## src/rtl/vga_pkg.sv

```systemverilog
// Shared types and constants for the VGA memory subsystem.
// The owner tag says who a memory access belongs to.
package vga_pkg;

  typedef enum logic [1:0] {
    OWN_NONE,
    OWN_DISP,
    OWN_BUSW,
    OWN_BUSR
  } owner_e;

  localparam logic [14:0] BUF_BASE = 15'h4000;
  localparam logic [14:0] ROM_BASE = 15'h1000;
  localparam logic [14:0] REG_BASE = 15'h2000;

endpackage

```

## src/rtl/vga_arb_slot.sv

```systemverilog
// One-deep pending slot for a bus request.
// Includes a saturating wait counter and flags for starvation and dropped requests.
module vga_arb_slot #(
  parameter int unsigned W        = 12,
  parameter int unsigned MAX_WAIT = 15
) (
  input  logic         clk_i,
  input  logic         rstn_i,
  input  logic         req_i,
  input  logic [W-1:0] payload_i,
  input  logic         issue_i,
  output logic         pending_o,
  output logic [W-1:0] payload_o,
  output logic         drop_o,
  output logic         starve_o
);

  localparam int unsigned CntW = $clog2(MAX_WAIT + 1);

  logic            pending_q, pending_d;
  logic [W-1:0]    payload_q, payload_d;
  logic [CntW-1:0] cnt_q, cnt_d;
  logic            capture;

  // A slot that is being issued this cycle can take a new request at once.
  assign capture = req_i & (~pending_q | issue_i);

  always_comb begin
    pending_d = pending_q;
    payload_d = payload_q;
    cnt_d     = cnt_q;
    if (capture) begin
      pending_d = 1'b1;
      payload_d = payload_i;
      cnt_d     = '0;
    end else if (issue_i) begin
      pending_d = 1'b0;
      cnt_d     = '0;
    end else if (pending_q && (cnt_q != CntW'(MAX_WAIT))) begin
      cnt_d = cnt_q + CntW'(1);
    end
  end

  always_ff @(posedge clk_i or negedge rstn_i) begin
    if (!rstn_i) begin
      pending_q <= 1'b0;
      payload_q <= '0;
      cnt_q     <= '0;
    end else begin
      pending_q <= pending_d;
      payload_q <= payload_d;
      cnt_q     <= cnt_d;
    end
  end

  assign pending_o = pending_q;
  assign payload_o = payload_q;
  assign drop_o    = req_i & pending_q & ~issue_i;
  // Fires once, on the cycle the counter reaches saturation.
  assign starve_o  = pending_q & ~issue_i & (cnt_q == CntW'(MAX_WAIT - 1));

endmodule

```

## src/rtl/vga_mem_arbiter.sv

```systemverilog
// Single-port memory arbiter that gives display fetches absolute priority.
// Bus writes, then bus reads, are issued in the free cycles.
module vga_mem_arbiter
  import vga_pkg::*;
#(
  parameter int unsigned ADDR_W   = 12,
  parameter int unsigned DATA_W   = 8,
  parameter int unsigned MAX_WAIT = 15,
  parameter int unsigned RD_LAT   = 1
) (
  input  logic              clk_i,
  input  logic              rstn_i,
  input  logic              disp_req_i,
  input  logic [ADDR_W-1:0] disp_addr_i,
  output logic [DATA_W-1:0] disp_data_o,
  output logic              disp_valid_o,
  input  logic              bus_wreq_i,
  input  logic [ADDR_W-1:0] bus_waddr_i,
  input  logic [DATA_W-1:0] bus_wdata_i,
  output logic              bus_wbusy_o,
  input  logic              bus_rreq_i,
  input  logic [ADDR_W-1:0] bus_raddr_i,
  output logic              bus_rbusy_o,
  output logic [DATA_W-1:0] bus_rdata_o,
  output logic              bus_rvalid_o,
  output logic              mem_en_o,
  output logic              mem_we_o,
  output logic [ADDR_W-1:0] mem_addr_o,
  output logic [DATA_W-1:0] mem_wdata_o,
  input  logic [DATA_W-1:0] mem_rdata_i,
  input  logic              clr_i,
  output logic              starve_o,
  output logic              drop_o
);

  localparam int unsigned WPayW = ADDR_W + DATA_W;

  logic              w_pending, r_pending;
  logic [WPayW-1:0]  w_payload;
  logic [ADDR_W-1:0] r_addr;
  logic              w_drop, r_drop, w_starve, r_starve;
  logic              gnt_w, gnt_r;
  owner_e            own_in, own_out;
  owner_e            own_q [RD_LAT];
  logic [DATA_W-1:0] bus_rdata_q;
  logic              bus_rvalid_q, starve_q, drop_q;

  assign gnt_w = ~disp_req_i & w_pending;
  assign gnt_r = ~disp_req_i & ~w_pending & r_pending;

  vga_arb_slot #(
    .W        (WPayW),
    .MAX_WAIT (MAX_WAIT)
  ) u_wslot (
    .clk_i     (clk_i),
    .rstn_i    (rstn_i),
    .req_i     (bus_wreq_i),
    .payload_i ({bus_waddr_i, bus_wdata_i}),
    .issue_i   (gnt_w),
    .pending_o (w_pending),
    .payload_o (w_payload),
    .drop_o    (w_drop),
    .starve_o  (w_starve)
  );

  vga_arb_slot #(
    .W        (ADDR_W),
    .MAX_WAIT (MAX_WAIT)
  ) u_rslot (
    .clk_i     (clk_i),
    .rstn_i    (rstn_i),
    .req_i     (bus_rreq_i),
    .payload_i (bus_raddr_i),
    .issue_i   (gnt_r),
    .pending_o (r_pending),
    .payload_o (r_addr),
    .drop_o    (r_drop),
    .starve_o  (r_starve)
  );

  // Grant mux is combinational so a display fetch reaches memory in its own cycle.
  always_comb begin
    mem_en_o    = 1'b0;
    mem_we_o    = 1'b0;
    mem_addr_o  = '0;
    mem_wdata_o = '0;
    own_in      = OWN_NONE;
    if (disp_req_i) begin
      mem_en_o   = 1'b1;
      mem_addr_o = disp_addr_i;
      own_in     = OWN_DISP;
    end else if (gnt_w) begin
      mem_en_o    = 1'b1;
      mem_we_o    = 1'b1;
      mem_addr_o  = w_payload[WPayW-1:DATA_W];
      mem_wdata_o = w_payload[DATA_W-1:0];
      own_in      = OWN_BUSW;
    end else if (gnt_r) begin
      mem_en_o   = 1'b1;
      mem_addr_o = r_addr;
      own_in     = OWN_BUSR;
    end
  end

  always_ff @(posedge clk_i or negedge rstn_i) begin
    if (!rstn_i) begin
      for (int i = 0; i < RD_LAT; i++) own_q[i] <= OWN_NONE;
    end else begin
      own_q[0] <= own_in;
      for (int i = 1; i < RD_LAT; i++) own_q[i] <= own_q[i-1];
    end
  end

  assign own_out      = own_q[RD_LAT-1];
  assign disp_valid_o = (own_out == OWN_DISP);
  assign disp_data_o  = disp_valid_o ? mem_rdata_i : '0;

  always_ff @(posedge clk_i or negedge rstn_i) begin
    if (!rstn_i) begin
      bus_rdata_q  <= '0;
      bus_rvalid_q <= 1'b0;
      starve_q     <= 1'b0;
      drop_q       <= 1'b0;
    end else begin
      bus_rvalid_q <= (own_out == OWN_BUSR);
      if (own_out == OWN_BUSR) bus_rdata_q <= mem_rdata_i;
      // A set event in the same cycle as clr_i wins.
      starve_q <= w_starve | r_starve | (starve_q & ~clr_i);
      drop_q   <= w_drop | r_drop | (drop_q & ~clr_i);
    end
  end

  assign bus_wbusy_o  = w_pending;
  assign bus_rbusy_o  = r_pending;
  assign bus_rdata_o  = bus_rdata_q;
  assign bus_rvalid_o = bus_rvalid_q;
  assign starve_o     = starve_q;
  assign drop_o       = drop_q;

endmodule

```

## config.mk

```make
export PLATFORM = sky130hd
export DESIGN_NAME = vga_mem_arbiter
export DESIGN_NICKNAME = d
export VERILOG_FILES = /design/src/rtl/vga_pkg.sv /design/src/rtl/vga_arb_slot.sv /design/src/rtl/vga_mem_arbiter.sv
export SDC_FILE = /design/constraint.sdc
export NUM_CORES = 1
export LEC_CHECK = 0
export ABC_AREA = 1
export BUFFER_PORTS_ARGS = -buffer_cell sky130_fd_sc_hd__buf_2
export CORE_AREA = 2 2 74 90
export CTS_BUF_LIST = sky130_fd_sc_hd__clkbuf_2 sky130_fd_sc_hd__clkbuf_4 sky130_fd_sc_hd__clkbuf_8
export DETAILED_ROUTE_END_ITERATION = 12
export DIE_AREA = 0 0 76 92
export PLACE_DENSITY = 0.76
export SLEW_MARGIN = 20
export SYNTH_ARGS = -nofsm -noshare
export SYNTH_HDL_FRONTEND = slang
export SYNTH_SLANG_ARGS = --single-unit
```

## constraint.sdc

```tcl
create_clock -name clk_i -period 1.1 [get_ports clk_i]
set_clock_uncertainty 0.05 [all_clocks]
set_input_delay 0.055 -clock clk_i [delete_from_list [all_inputs] [get_ports clk_i]]
set_output_delay 0.055 -clock clk_i [all_outputs]
set_load 0.01 [all_outputs]
```

==> impl_metrics.yaml <==
status:
  status: "finished with violations"
  violations: "setup timing"
power_and_ir_drop:
  p_leak_nw: 2.403
  ir_worst_vdd_v: 0.0008208
  pwr_density_cell_mw_per_mm2: 1269
  power_mw: 5.673
timing:
  final_hold_viol_count: 0
  setup_tns_ns: -19.62
  rsz0062_at_grt: "true"
  worst_slack_ns: -0.4068
  setup_viol: 76
  max_slew_margin_pct: 73.41
  fin_crit_sh_pct: 137.0
  tightest_slew_ns: 0.3989
  post-route-min-period_ns: 1.507
  slew_viol_final: 0
  hold-worst-slack_ns: 0.04958
  fmax_mhz: 663.7
clocking:
  clock_sinks: 55
  cts_tree: "done"
  cts.clk_slew.worst_paths_ns: 0.10
  clk_latency_ns: 0.31
  cts-root-buf: "clkbuf_8"
  cts_inserted_buffers: 5
  cts_max_level: 2
  clock_tree.buffer_depth: 2
floorplan:
  top_level_ports: 102
  start_util_pct: 43.41
  dieArea_mm2: 0.006992
  fp.dieW_um: 76
  fp.coreArea_mm2: 0.006206
  fp.dieH_um: 92
  rows: 32
critical_path:
  crit_type: "reg2out"
  cp.arrival_ns: 1.40
  reg2reg_depth: 7
  crit_required_ns: 1.00
  critPathLaunchType: "register"
  startpoint: "u_wslot.pending_o"
  critPathCaptureType: "output pin"
  rr_startpoint: "u_wslot.pending_o"
  critPathMaxFanout: 3
drt:
  num_vias: 2898
  drt-wirelength-per-cell_um: 14.46
  postRouteAntennaNets: 0
  firstDrtPassIters: 5
  route.detailed.drc: 0
  via_per_inst: 4.871
  drt-initial-drc-count: 96
  wirelength_mm: 8.603
placed_design:
  dpl_worst_slack_ns: -0.1957
  placed_cell_area_mm2: 0.003441
  io_buffers: 101
  dpl.hpwl_mm: 4.765
  placed_cells: 530
  routabilityCongestion: 0.8422
run:
  max_cap_violations: 0
logic_synthesis:
  synth_edf_count: 0
  ys_types: 22
  yosysMostFrequentCell: "nand2_1"
  seq_area_frac_synth_pct: 51.09
  synth_top_area_cell: "dfrtp_1"
  synthTopCellsByArea: "dfrtp_1 51%, nand2_1 16%, nand3_1 7.6%, nor2_1 4.9%, inv_1 4.6%"
  post_synth.cell_area_avg_um2: 7.946
  ys_seq_elements: 55
  synth_common_cells: "114 x nand2_1, 55 x dfrtp_1, 41 x nand3_1"
  synth_warnings: 0
  synth_top_cell_area_share_pct: 51.09
  syn-instance-count: 339
  syn_area_mm2: 0.002694
  ys_async_sr_fraction_pct: 100.0
  syn-num-nets: 401
  ys.flop_type: "dfrtp_1"
global_route:
  grt_max_degree: 56
  gr-total-overflow: 0
  grt_antenna_before_repair: 0
  grt_use_total_pct: 23.37
  grt_pass1_wl_mm: 13.26
  grt_pass1_vias: 2915
worst_hold_path:
  hold_depth: 3
  hold_path.class: "in2reg"
  hp-start: "mem_rdata_i[1]"
cells_and_area:
  final_nets: 572
  stdcell_area_mm2: 0.004471
  drive_above_1_share_pct: 42.75
  diodes: 0
  final_cells: 595
  areaGrowthSynthToFinish_pct: 65.95
  final_core_util_pct: 72.04
-- cell usage in the layout (no fill, tap or decap), drive strengths merged --
cell	netlist	layout
nand2	119	121
clkbuf	3	6
ha	4	4
dlygate4sd3	0	41
nor3b	1	1
nor2	36	36
clkinv	0	1
clkinvlp	0	1
inv	36	36
nand3	41	41
o21ai	14	14
buf	12	135
nand4	4	4
dfrtp	55	55
o211ai	1	1
a21oi	13	13
-- power by group --
group	total [mW]	switching (mW)	internal (mW)
registers	2.63	0.267	2.36
clock network	1.14	0.646	0.496
logic	1.90	0.976	0.926
total	5.67	1.89	3.78
-- metal layers --
layer | wire, um | part of all wire, % | vias up | track usage, %
li1 | - | - | 1405 | -
met2 | 4784 | 56 | 108 | 44.94
met4 | 257 | 3.0 | 0 | 7.273
met3 | 349 | 4.1 | 24 | 2.953
met1 | 3211 | 37 | 1361 | 26.86
met5 | 0 | 0 | - | 0
-- final timing paths --
path	end	slack (ns)
min in group asynchronous	drop_o	0.21
worst max-delay path	mem_en_o	-0.41
worst min register to register	u_wslot.payload_o[14]	0.43
worst min-delay path	bus_rdata_o[1]	0.05
worst max register to register	u_rslot.payload_o[4]	-0.35
max in group asynchronous	u_rslot.pending_o	0.52
-- logic make-up after synthesis --
kind of cell / count (synthesis) / share of synthesized area, %
simple gates: 201 / 31.72
flops: 55 / 51.09
buf+inv: 51 / 9.475
compound gates: 28 / 5.853
fa+ha+maj: 4 / 1.858
-- final cells by class --
type | instances | area, um^2
fill | 424 | 1735
multi-input combinational | 235 | 1391
sequential | 55 | 1379
timing repair buffer | 176 | 1346
inverter | 36 | 152.6
tap | 85 | 106.4
clock buffer | 6 | 82.58
timing repair inverter | 1 | 7.507
clock inverter | 1 | 5.005
-- flip-flops by register name (all words and copies together), names as in the netlist --
register	count
bus_rdata_o	8
bus_rvalid_o	1
drop_o	1
own_out	2
starve_o	1
u_rslot.cnt_q	4
u_rslot.payload_o	12
u_rslot.pending_o	1
u_wslot.cnt_q	4
u_wslot.payload_o	20
u_wslot.pending_o	1
-- critical path, stage by stage, from the launching register on --
cell	delay, ns
dfrtp_2	0.44
nor2_4	0.16
buf_4	0.12
buf_4	0.09
buf_4	0.09
nand2_1	0.05
buf_2	0.14
-- timing repair --
| action | in CTS | in global routing |
|---|---|---|
| hold buffers | 41 | 0 |
| cloned | 3 | 2 |
| endpoints found under the hold margin | 96 | 0 |
| buffers inserted | 8 | 6 |
| pin swaps | 9 | 14 |
| gates resized for setup | 58 | 46 |
| setup endpoints to repair | 74 | 77 |
(Power assumes the default switching activity.)
